$ cat src/rtl/uart_pkg.sv
// Shared definitions for the UART transmit path.
//   - uart_state_e   : transmitter FSM states
//   - PAR_*          : parity mode encodings for the PARITY parameter
//   - UART_DATA_BITS : data bits per frame
//   - calc_parity    : parity bit for a byte under a given parity mode
package uart_pkg;

  localparam int UART_DATA_BITS = 8;

  localparam int PAR_NONE = 0;
  localparam int PAR_EVEN = 1;
  localparam int PAR_ODD  = 2;

  typedef enum logic [2:0] {
    S_IDLE   = 3'd0,
    S_START  = 3'd1,
    S_DATA   = 3'd2,
    S_PARITY = 3'd3,
    S_STOP   = 3'd4
  } uart_state_e;

  // Even parity makes the total count of ones (data + parity) even;
  // odd parity is its inverse.
  function automatic logic calc_parity(input logic [UART_DATA_BITS-1:0] data,
                                       input int mode);
    return (^data) ^ (mode == PAR_ODD);
  endfunction

endpackage

$ cat src/rtl/uart_baud_tick.sv
// Bit-rate clock enable for the UART transmitter.
// Ports:
//   clk_in : system clock
//   rst_n  : synchronous active-low reset
//   clear  : restart the count at 0 on the next edge
//   tick   : one-cycle pulse on the last cycle of every CLKS_PER_BIT period
module uart_baud_tick #(
  parameter int CLKS_PER_BIT = 16
) (
  input  logic clk_in,
  input  logic rst_n,
  input  logic clear,
  output logic tick
);

  localparam int CNT_W = $clog2(CLKS_PER_BIT);
  localparam logic [CNT_W-1:0] CNT_LAST = CNT_W'(CLKS_PER_BIT - 1);

  logic [CNT_W-1:0] cnt;

  always_ff @(posedge clk_in) begin
    if (!rst_n || clear) begin
      cnt <= '0;
    end else if (cnt == CNT_LAST) begin
      cnt <= '0;
    end else begin
      cnt <= cnt + 1'b1;
    end
  end

  assign tick = (cnt == CNT_LAST);

endmodule

$ cat src/rtl/uart_tx_serializer.sv
// UART frame serialiser: start bit, 8 data bits LSB first, optional parity,
// 1 or 2 stop bits. Bytes arrive over a valid/ready handshake.
// Ports:
//   clk_in   : system clock, rising edge
//   rst_n    : synchronous active-low reset
//   tx_data  : byte to send, sampled on the accepting edge only
//   tx_valid : upstream has a byte available
//   tx_ready : transmitter idle and able to accept a byte
//   tx       : registered serial line, idle high
//   tx_busy  : a frame is in progress
//   tx_done  : one-cycle pulse as the final stop bit completes
module uart_tx_serializer
  import uart_pkg::*;
#(
  parameter int CLKS_PER_BIT = 16,
  parameter int PARITY       = 0,
  parameter int STOP_BITS    = 1
) (
  input  logic       clk_in,
  input  logic       rst_n,
  input  logic [7:0] tx_data,
  input  logic       tx_valid,
  output logic       tx_ready,
  output logic       tx,
  output logic       tx_busy,
  output logic       tx_done
);

  localparam logic [2:0] LAST_DATA_IDX = 3'(UART_DATA_BITS - 1);
  localparam logic [2:0] LAST_STOP_IDX = 3'(STOP_BITS - 1);

  uart_state_e                state;
  logic [2:0]                 bit_idx;
  logic [UART_DATA_BITS-1:0]  shift_reg;
  logic                       par_bit;
  logic                       tick;
  logic                       accept;

  assign tx_ready = (state == S_IDLE);
  assign tx_busy  = (state != S_IDLE);
  assign accept   = rst_n && tx_valid && (state == S_IDLE);

  // Holding the counter cleared while idle makes every frame start at count 0.
  uart_baud_tick #(
    .CLKS_PER_BIT(CLKS_PER_BIT)
  ) u_baud (
    .clk_in(clk_in),
    .rst_n (rst_n),
    .clear (state == S_IDLE),
    .tick  (tick)
  );

  // Data path: byte and its parity captured at acceptance; parity is taken
  // here because the shift register is consumed during DATA.
  always_ff @(posedge clk_in) begin
    if (accept) begin
      shift_reg <= tx_data;
      par_bit   <= calc_parity(tx_data, PARITY);
    end else if (state == S_DATA && tick) begin
      shift_reg <= shift_reg >> 1;
    end
  end

  always_ff @(posedge clk_in) begin
    if (!rst_n) begin
      state   <= S_IDLE;
      tx      <= 1'b1;
      tx_done <= 1'b0;
      bit_idx <= '0;
    end else begin
      tx_done <= 1'b0;
      case (state)
        S_IDLE: begin
          tx <= 1'b1;
          if (tx_valid) begin
            state   <= S_START;
            tx      <= 1'b0;
            bit_idx <= '0;
          end
        end
        S_START: begin
          if (tick) begin
            state <= S_DATA;
            tx    <= shift_reg[0];
          end
        end
        S_DATA: begin
          if (tick) begin
            if (bit_idx == LAST_DATA_IDX) begin
              bit_idx <= '0;
              if (PARITY != PAR_NONE) begin
                state <= S_PARITY;
                tx    <= par_bit;
              end else begin
                state <= S_STOP;
                tx    <= 1'b1;
              end
            end else begin
              bit_idx <= bit_idx + 1'b1;
              // shift_reg[0] is the bit now finishing; the next one is [1].
              tx      <= shift_reg[1];
            end
          end
        end
        S_PARITY: begin
          if (tick) begin
            state <= S_STOP;
            tx    <= 1'b1;
          end
        end
        S_STOP: begin
          tx <= 1'b1;
          if (tick) begin
            if (bit_idx == LAST_STOP_IDX) begin
              state   <= S_IDLE;
              bit_idx <= '0;
              tx_done <= 1'b1;
            end else begin
              bit_idx <= bit_idx + 1'b1;
            end
          end
        end
        default: begin
          state <= S_IDLE;
          tx    <= 1'b1;
        end
      endcase
    end
  end

endmodule

$ cat config.mk
export PLATFORM = sky130hd
export DESIGN_NAME = uart_tx_serializer
export DESIGN_NICKNAME = d
export VERILOG_FILES = /design/src/rtl/uart_pkg.sv /design/src/rtl/uart_baud_tick.sv /design/src/rtl/uart_tx_serializer.sv
export SDC_FILE = /design/constraint.sdc
export NUM_CORES = 1
export LEC_CHECK = 0
export CORE_MARGIN = 2
export CORE_UTILIZATION = 36
export DETAILED_ROUTE_END_ITERATION = 10
export GPL_TIMING_DRIVEN = 0
export PLACE_DENSITY = 0.62
export SLEW_MARGIN = 0
export SYNTH_ARGS = -nofsm -noshare
export SYNTH_HDL_FRONTEND = slang
export SYNTH_HIERARCHICAL = 1
export SYNTH_SLANG_ARGS = --single-unit
export TNS_END_PERCENT = 100
$ cat constraint.sdc
create_clock -name clk_in -period 1.8 [get_ports clk_in]
set_clock_uncertainty 0.15 [all_clocks]
set_input_delay 0.18 -clock clk_in [delete_from_list [all_inputs] [get_ports clk_in]]
set_output_delay 0.18 -clock clk_in [all_outputs]
set_load 0.02 [all_outputs]
* Word level (Yosys, flattened, before mapping)
Index checks and enable logic that the tools add are counted.
W data, S select, Z words.
** Operators by class
- Add/sub/neg operators :: 2
- Eq/ne operators :: 13
- Muxes and demuxes :: 23
- Reductions and logical operators :: 15
** Operator list (number)
- $mux W3 :: 12
- $mux W8 :: 2
- $pmux W3 S5 :: 1
- $ne A2 B2 Y1 const B :: 6
- $pmux W3 S3 :: 1
- $reduce_and A7 Y1 :: 1
- $eq A3 B2 Y1 const B :: 2
- $eq A3 B3 Y1 const B :: 2
- $logic_not A3 Y1 :: 2
- $mux W1 :: 6
- $reduce_and A3 Y1 :: 2
- $reduce_bool A3 Y1 :: 2
- $add A4 B1 Y4 const B :: 1
- $eq A4 B4 Y1 const B :: 1
- $pmux W1 S4 :: 1
- $reduce_and A4 Y1 :: 1
- $add A3 B1 Y3 const B :: 1
- $eq A3 B1 Y1 const B :: 1
- $logic_and A1 B1 Y1 :: 3
- $ne A2 B1 Y1 const B :: 1
- $reduce_bool A2 Y1 :: 1
- $reduce_or A2 Y1 :: 1
- $logic_not A1 Y1 :: 1
- $logic_or A1 B1 Y1 :: 1
** Storage, ports and cells
- Register bits after elaboration :: 20
- Input bits :: 11
- Output and inout port bits :: 4
- Word-level logic and storage cells :: 59

* Longest topological paths before layout
Gate-level depths: netlist of the first run.
- Depth in word-level cells :: 4
- Depth in mapped cells :: 7
- Gate-level depth less buffers :: 6

* By module
Netlist of the first run, hierarchy kept.
** By module, submodules not included
- uart_tx_serializer :: instances 1, cells an instance 80, area each 889.6 µm²
- uart_baud_tick :: instances 1, cells an instance 15, area each 162.7 µm²

* Least setup slack after synthesis of the first run
Ideal clock, no wire load.
- Path type :: register -> register
- Start point :: reg state[2]
- End point :: reg shift_reg[0] (enable)
- Setup time :: 0.329 ns
- Data arrival time :: 1.375 ns
- Slack :: -0.054 ns
- Cell stages (with the launch flop) :: 8
- Path buffers :: 2
- Period minus slack after synthesis :: 1.854 ns
- Path through :: dfxtp_1 > buf_2 > inv_1 > nand2_4 > inv_2 > and3_4 > buf_6 > a41o_1
** Between the ends
- Longest elaborated chain between the ends :: 3
** Ends and longest elaborated chain
- start, declared :: line uart_tx_serializer.sv:32 : uart_state_e state;
- start signal, assigned :: line uart_tx_serializer.sv:66 : state <= S_IDLE;
- start signal, assigned :: line uart_tx_serializer.sv:76 : state <= S_START;
- start signal, assigned :: line uart_tx_serializer.sv:83 : state <= S_DATA;
- $logic_not A3 Y1
- net tx_ready :: line uart_tx_serializer.sv:23 : output logic tx_ready,
- $logic_and A1 B1 Y1 :: line uart_tx_serializer.sv:41 : assign accept = rst_n && tx_valid && (state == S_IDLE);
- $reduce_bool A2 Y1 (no source line)
- end signal, assigned :: line uart_tx_serializer.sv:57 : shift_reg <= tx_data;
- end signal, assigned :: line uart_tx_serializer.sv:60 : shift_reg <= shift_reg >> 1;
- end, declared :: line uart_tx_serializer.sv:34 : logic [UART_DATA_BITS-1:0] shift_reg;
The timed path passes the listed nets, and every way through them passes these cells.
A chain may end at the register's enable or synchronous reset.

* Final worst setup path of the first run
- Start point :: reg state[0]
- End point :: reg shift_reg[0] (data pin)
** Between the ends
- Longest elaborated chain between the ends :: 3
** Ends and longest elaborated chain
- $logic_not A3 Y1 :: line uart_tx_serializer.sv:41
- $logic_and A1 B1 Y1 :: line uart_tx_serializer.sv:41
- $mux W8 :: line uart_tx_serializer.sv:56 : if (accept) begin
Every way passes these cells.

==> results of run 1 <==
-- per-layer routing --
| layer | global-route usage | vias to the layer above | part of all wire |
|---|---|---|---|
| met1 | 0.161 | 369 | 0.46 |
| met5 | 0 | - | 0 |
| met2 | 0.208 | 24 | 0.47 |
| li1 | - | 376 | - |
| met4 | 0.0698 | 0 | 0.025 |
| met3 | 0.0201 | 5 | 0.044 |
-- metrics by stage --
| step | instance area, µm² | hold WS (ns) | total power [W] | worst slack, ns |
|---|---|---|---|---|
| 6_report | 1280 | 0.300 | 0.000829 | 0.0838 |
| 5_1_grt | 1280 | 0.318 | 0.000865 | 0.00954 |
| 4_1_cts | 1260 | 0.306 | 0.000834 | 0.0420 |
| 3_5_place_dp | 1230 | 0.291 | 0.000613 | -0.0525 |
| 3_3_place_gp | 1230 | 0.281 | 0.000613 | -0.0604 |
| 2_1_floorplan | 1050 | 0.183 | 0.000570 | 0.0198 |
-- power by group through the flow --
stage / logic, W / registers (W) / clock network [W]
after floorplan: 0.0000659 / 0.000504 / 0
after global placement: 0.000109 / 0.000504 / 0
after detailed placement: 0.000109 / 0.000504 / 0
after CTS: 0.000110 / 0.000495 / 0.000230
after global routing: 0.000121 / 0.000496 / 0.000248
final: 0.000112 / 0.000495 / 0.000223
-- layout make-up --
class	instances	area (µm²)
Timing Repair Buffer	15	145
Fill cell	260	1480
Inverter	6	25.0
Tap cell	31	38.8
Buffer	4	30.0
Clock buffer	4	26.3
Sequential cell	20	482
Multi-Input combinational cell	65	532
-- cells in the mapped netlist, drive strengths merged --
library cell / n / area share
nand4: 4 / 0.024
dfxtp: 12 / 0.23
clkbuf: 1 / 0.0036
mux2: 7 / 0.10
o21ai: 6 / 0.029
nor3: 1 / 0.0048
nor2b: 2 / 0.012
nand3: 3 / 0.014
a21oi: 1 / 0.0048
o22ai: 1 / 0.012
inv: 6 / 0.021
or2: 1 / 0.0059
or3b: 1 / 0.011
nand2: 8 / 0.036
nor3b: 1 / 0.0071
edfxtp: 8 / 0.23
xnor2: 1 / 0.0083
xor2: 2 / 0.017
a32oi: 1 / 0.0083
mux2i: 5 / 0.048
buf: 3 / 0.023
ha: 4 / 0.048
or2b: 2 / 0.015
a41o: 1 / 0.0095
and3: 2 / 0.021
nor4: 1 / 0.0059
a22oi: 1 / 0.0071
a221oi: 1 / 0.0083
and2: 1 / 0.0059
nor2: 7 / 0.034
-- kinds of logic (layout without fill, tap and decap cells) --
family                   after synthesis  in the layout
buffers and inverters                 10             29
AND/OR/NAND/NOR                       34             34
flip-flops                            20             20
AO/OA/AOI/OAI                         12             12
XOR/XNOR                               3              3
adder cells (fa/ha/maj)                4              4
multiplexers                          12             12
-- critical path: stages (launching register included) --
cell and delay (ns):
dfxtp_2 0.39, nor2_4 0.17, nand2_4 0.06, inv_2 0.07
and3_4 0.18, buf_6 0.15, mux2_4 0.30
-- what timing repair did --
| action | 4_1_cts | 5_1_grt |
|---|---|---|
| buffers inserted | 0 | 1 |
| pin swaps | 0 | 1 |
| gates resized for setup | 4 | 3 |
| endpoints found under the setup margin | 9 | 17 |
-- worst paths after layout --
path | endpoint | slack (ns) | start | cells after the start
worst max-delay path | shift_reg[0] | 0.08 | state[0] | 6
worst max register to register | shift_reg[0] | 0.08 | state[0] | 6
worst min register to register | u_baud/cnt[0] | 0.30 | u_baud/cnt[0] | 1
worst min-delay path | u_baud/cnt[0] | 0.30 | u_baud/cnt[0] | 1
==> metrics.txt, run 1 <==
Reg power frac=0.596; Rows=19; Worst-Skew Late Latency=between 0.3 and 0.4 ns; buffers added on ports=14; CP Class=flip-flop to flip-flop; Util after Layout=0.464; simple-gate share of the synthesized area=0.197; outcome=complete, no violations; Sw Share=0.231; startpoint types=flip-flop; DRT Pass-1 Iters=5; pwr dens=649 mW/mm²; HPWL Detailed=1390 µm; Seq cells post-synth=20; Sink Count=20; Slew @ Worst Pin=between 0.4 and 0.5 ns; Post-Place Cells=140; CTS tree=done; IO Count=15; commonest non-fill, non-tap cell in the layout=clkdlybuf4s50_1; sequential share of the synthesized area=0.457; adder-cell share of the synthesized area=0.0476; RSZ-0062 raised after global routing=false; antenna violations before repair=0; Synth Area in Compound Gates=0.0785; CTS buffer count=3; Comb pwr share=0.135; CP arrival=roughly 1.6 ns; TNS Setup=0 ns; via count=just under 800; YS warnings=6; largest net degree at the start of global routing=12; Sw Pwr=around 0.00019 W; vias per std cell=5.34; first-pass GRT wire length=3310 µm; initial core utilization=0.382; fin crit share=0.953; Internal=0.000638 W; Post-Syn Nets=110; Die ar.=about 0.0034 mm²; Tmin final=roughly 1.7 ns; Clock Tree Buf Depth=2; Max-Cap Viols=0; most used cells in the layout excluding fill and tap cells=clkdlybuf4s50_1, dfxtp_1, edfxtp_1; number of global-route vias before repair=about 730; Post-Route WL=around 1900 µm; Final ANT Viol Nets=0; cell area after synthesis=~0.0011 mm²; DRT iter0 DRCs=10; grt total ovfl=0; Final GP Congestion=around 0.86; Clock Power Share=0.268; Post-Synth XOR/XNOR Area=0.0250; Total GRT Usage=0.128; Die Y=a little under 60 µm; routed len/inst=between 10 and 15 µm; ant diodes=0; # setup viols final=0; P&R area growth vs syn=21.5%; H-tree levels=1; Achievable Freq=about 580 MHz; Residual DRC=0; Distinct cells, synth=37; final hold vios=0; Post-CTS Hold Fix Bufs=0; crit-path max FO=9; Req. time, crit path=roughly 1.7 ns; Post-Syn Instances=between 90 and 100; flip-flop count of the largest register after layout=8; CP Capture Type=flip-flop; share of cells above drive strength 1=0.254; Lkg Pwr=0.492 nW; multiplexer share of the synthesized area=0.147; Root Driver=clkbuf_4; fin. max-slew vios=0; Hold Crit Class=flip-flop to flip-flop; nets@finish=130; Avg Synthesized Cell Area=around 11 µm²; post-route insts no fill=about 150; slew margin rel.=0.713; Core Area=0.00276 mm²; clock transition at the registers of the reported paths=between 0.1 and 0.15 ns; Die W=between 50 and 60 µm; maximum vdd ir drop=approximately 0.37 mV; largest family of logic cells by synthesized area=simple AND/OR/NAND/NOR gates
(Power assumes the default switching activity.)
==> run 2: changes to the inputs <==
--- a/config.mk
+++ b/config.mk
@@ -5,6 +5,7 @@
 export SDC_FILE = /design/constraint.sdc
 export NUM_CORES = 1
 export LEC_CHECK = 0
+export ABC_AREA = 1
 export CORE_MARGIN = 2
 export CORE_UTILIZATION = 36
 export DETAILED_ROUTE_END_ITERATION = 10
==> run 2 against run 1 <==
Against the previous run: register-to-register slack better by 0.04 ns; critical path depth is 1 lower; synthesized cell count is 43% higher; final cell count is 28% higher; hold slack worse by 0.0041 ns; fmax is 2.3% higher; area after synthesis is 0.12% higher; critical path type unchanged; highest routed layer unchanged.
==> metrics.txt, run 2 <==
outcome=complete, no violations (unchanged); Distinct cells, synth=21 (was 37); slew margin rel.=0.752 (was 0.713); Top FF cell, synth=dfxtp_1 (unchanged); DRT Pass-1 Iters=4 (was 5); DRT iter0 DRCs=37 (was 10); YS warnings=6 (unchanged); CP arrival=1.56 ns (was 1.64 ns); buffers added on ports=14 (unchanged); Comb pwr share=0.466 (was 0.135); CTS resizes=6 (was 4); Avg Synthesized Cell Area=7.75 µm² (was 11.1 µm²); final hold vios=0 (unchanged); Post-Syn Nets=151 (was 110); routed len/inst=10.6 µm (was 13.0 µm); clock transition at the registers of the reported paths=0.13 ns (was 0.11 ns); grt total ovfl=0 (unchanged); crit-path max FO=9 (unchanged); Post-Synth XOR/XNOR Area=0.00831 (was 0.0250); Sink Count=20 (unchanged); Crit path largest cell delay=0.38 ns (was 0.39 ns); Clock Tree Buf Depth=2 (unchanged); nets@finish=170 (was 130); CTS buffer count=3 (unchanged); largest net degree at the start of global routing=13 (was 12); Seq cells post-synth=20 (unchanged); most frequent cell after synthesis=nand2_1 (was dfxtp_1); Die ar.=0.00338 mm² (was 0.00337 mm²); Internal=0.00119 W (was 0.000638 W); Hold Crit Class=flip-flop to flip-flop (unchanged); Reg power frac=0.351 (was 0.596); routed length on met2=967 µm (was 894 µm); first-pass GRT wire length=3440 µm (was 3310 µm); Final GP Congestion=0.902 (was 0.858); EDFF count, synth=8 (unchanged); Achievable Freq=596 MHz (was 583 MHz); adder-cell share of the synthesized area=0.0475 (was 0.0476); RSZ-0062 raised after global routing=false (unchanged); Setup Buffers After CTS=0 (unchanged); startpoint types=flip-flop (unchanged); Post-Syn Instances=136 (was 95); Synth Area in Compound Gates=0.0439 (was 0.0785); multiplexer share of the synthesized area=0 (was 0.147); H-tree levels=1 (unchanged); Post-Place Cells=181 (was 140); via count=919 (was 774); fin area=0.00130 mm² (was 0.00128 mm²); pwr dens=1600 mW/mm² (was 649 mW/mm²); Die Y=58.1 µm (about the same); initial core utilization=0.382 (about the same); CTS tree=done (unchanged); Sw Share=0.426 (was 0.231); antenna violations before repair=0 (unchanged); Max-Cap Viols=0 (unchanged); Core Area=0.00276 mm² (unchanged); cell breakdown of the critical path=nor2_4 -> nand2_1 -> nor2_4 -> nand2_2 -> nand2_4 (was nor2_4 -> nand2_4 -> inv_2 -> and3_4 -> buf_6 -> mux2_4); post-synthesis async set-or-reset flop share=0 (unchanged); Die W=58.1 µm (about the same); top post-synthesis cells by area=dfxtp_1, edfxtp_1, nand2_1, nand3_1, nor2_1 (was dfxtp_1, edfxtp_1, mux2_4, ha_1, mux2i_1); Slew @ Worst Pin=0.372 ns (was 0.431 ns); number of global-route vias before repair=867 (was 734); HPWL Detailed=1550 µm (was 1390 µm); simple-gate share of the synthesized area=0.373 (was 0.197); most used cells in the layout excluding fill and tap cells=nand2_1, nand3_1, nor2_1 (was clkdlybuf4s50_1, dfxtp_1, edfxtp_1); Worst-Skew Late Latency=0.32 ns (was 0.31 ns); Post-CTS Hold Fix Bufs=0 (unchanged); vias per std cell=4.97 (was 5.34); post-place instance area=0.00123 mm² (unchanged); Tmin final=1.68 ns (was 1.72 ns); synth cell count leaders=nand2_1, nand3_1, nor2_1 (was dfxtp_1, edfxtp_1, mux2_4, nand2_1, o21ai_0); M1 wire length=840 µm (was 864 µm); Yosys top cell area share=0.228 (about the same); Total GRT Usage=0.135 (was 0.128); Req. time, crit path=1.68 ns (was 1.72 ns); post-route insts no fill=185 (was 145); maximum vdd ir drop=0.854 mV (was 0.374 mV); largest area contributor in the synthesized netlist=dfxtp_1 (unchanged); fill count=275 (was 260); Slowest-stage cell, CP=dfxtp_2 (unchanged); CP Class=flip-flop to flip-flop (unchanged); DR top layer=met4 (unchanged); # setup viols final=0 (unchanged); flip-flop count of the largest register after layout=8 (unchanged); fin. max-slew vios=0 (unchanged); Sw Pwr=0.000884 W (was 0.000192 W); Lkg Pwr=0.573 nW (was 0.492 nW); CP dominant cell by count=nor2_4; ant diodes=0 (unchanged); sequential share of the synthesized area=0.456 (was 0.457); Residual DRC=0 (unchanged); fin crit share=0.932 (was 0.953); CP Capture Type=flip-flop (unchanged); IO Count=15 (unchanged); Clock Power Share=0.184 (was 0.268); Rows=19 (unchanged); Post-Route WL=1970 µm (was 1890 µm); Final ANT Viol Nets=0 (unchanged); TNS Setup=0 ns (unchanged); Util after Layout=0.471 (was 0.464); largest family of logic cells by synthesized area=simple AND/OR/NAND/NOR gates (unchanged); cell area after synthesis=0.00105 mm² (about the same); P&R area growth vs syn=23.2% (was 21.5%); commonest non-fill, non-tap cell in the layout=nand2_1 (was clkdlybuf4s50_1); Root Driver=clkbuf_4 (unchanged); met3 wire len=101 µm (was 84 µm); share of cells above drive strength 1=0.182 (was 0.254)
run 2: cell count changes after synthesis, sizes merged, moves of 2 or more:
cell	before	now
a21oi	1	4
nor2b	2	0
buf	3	1
o21ai	6	3
nand3	3	22
mux2	7	0
nand2	8	40
nand4	4	1
nor2	7	19
mux2i	5	0
inv	6	17
xor2	2	0
or2b	2	0
and3	2	0
run 2: metrics by stage:
stage / hold WS (ns) / setup slack [ns] / total power (W)
after floorplan: 0.238 / 0.0460 / 0.00145
after global placement: 0.296 / -0.216 / 0.00170
after detailed placement: 0.312 / -0.212 / 0.00173
after CTS: 0.342 / 0.0248 / 0.00209
after global routing: 0.332 / 0.00971 / 0.00226
final: 0.296 / 0.123 / 0.00207
run 2: power groups by stage:
| stage | registers [W] | logic, W | clock network (W) |
|---|---|---|---|
| 6_report | 0.000728 | 0.000965 | 0.000381 |
| 5_1_grt | 0.000746 | 0.00111 | 0.000408 |
| 4_1_cts | 0.000724 | 0.000978 | 0.000389 |
| 3_5_place_dp | 0.000727 | 0.00100 | 0 |
| 3_3_place_gp | 0.000724 | 0.000976 | 0 |
| 2_1_floorplan | 0.000719 | 0.000729 | 0 |
run 2: path summary, 6_finish.rpt:
| check | slack (ns) | from | to | cells past startpoint |
|---|---|---|---|---|
| setup reg to reg | 0.12 | state[0] | shift_reg[2] | 5 |
| hold reg to reg | 0.30 | u_baud/cnt[0] | u_baud/cnt[0] | 1 |
| hold / removal | 0.30 | u_baud/cnt[0] | u_baud/cnt[0] | 1 |
| setup / recovery | 0.12 | state[0] | shift_reg[2] | 5 |
run 2: layout make-up:
cell class | instances | area, µm² | area share
buffer | 2 | 11.3 | 0.00868
clock buffer | 3 | 22.5 | 0.0174
clock inverter | 1 | 30.0 | 0.0231
inverter | 17 | 63.8 | 0.0492
multi-input combinational | 97 | 510 | 0.393
sequential | 20 | 487 | 0.375
tap | 31 | 38.8 | 0.0299
timing repair buffer | 14 | 134 | 0.103
run 2: routing by layer:
layer	vias up	global-route usage
met5	-	0
met4	0	0.0930
met3	5	0.0201
met2	19	0.226
met1	417	0.157
li1	478	-
run 2: kinds of logic (layout without fill, tap and decap cells):
| logic type | count (synthesis) | count (layout) |
|---|---|---|
| AND/OR/NAND/NOR | 84 | 84 |
| flip-flops | 20 | 20 |
| buffers and inverters | 19 | 37 |
| AO/OA/AOI/OAI | 8 | 8 |
| adder cells (fa/ha/maj) | 4 | 4 |
| XOR/XNOR | 1 | 1 |
run 2: critical path: cells and delay by family (launching register included):
family        cells  cell delay (ns)
flops             1             0.38
simple gates      5             0.85
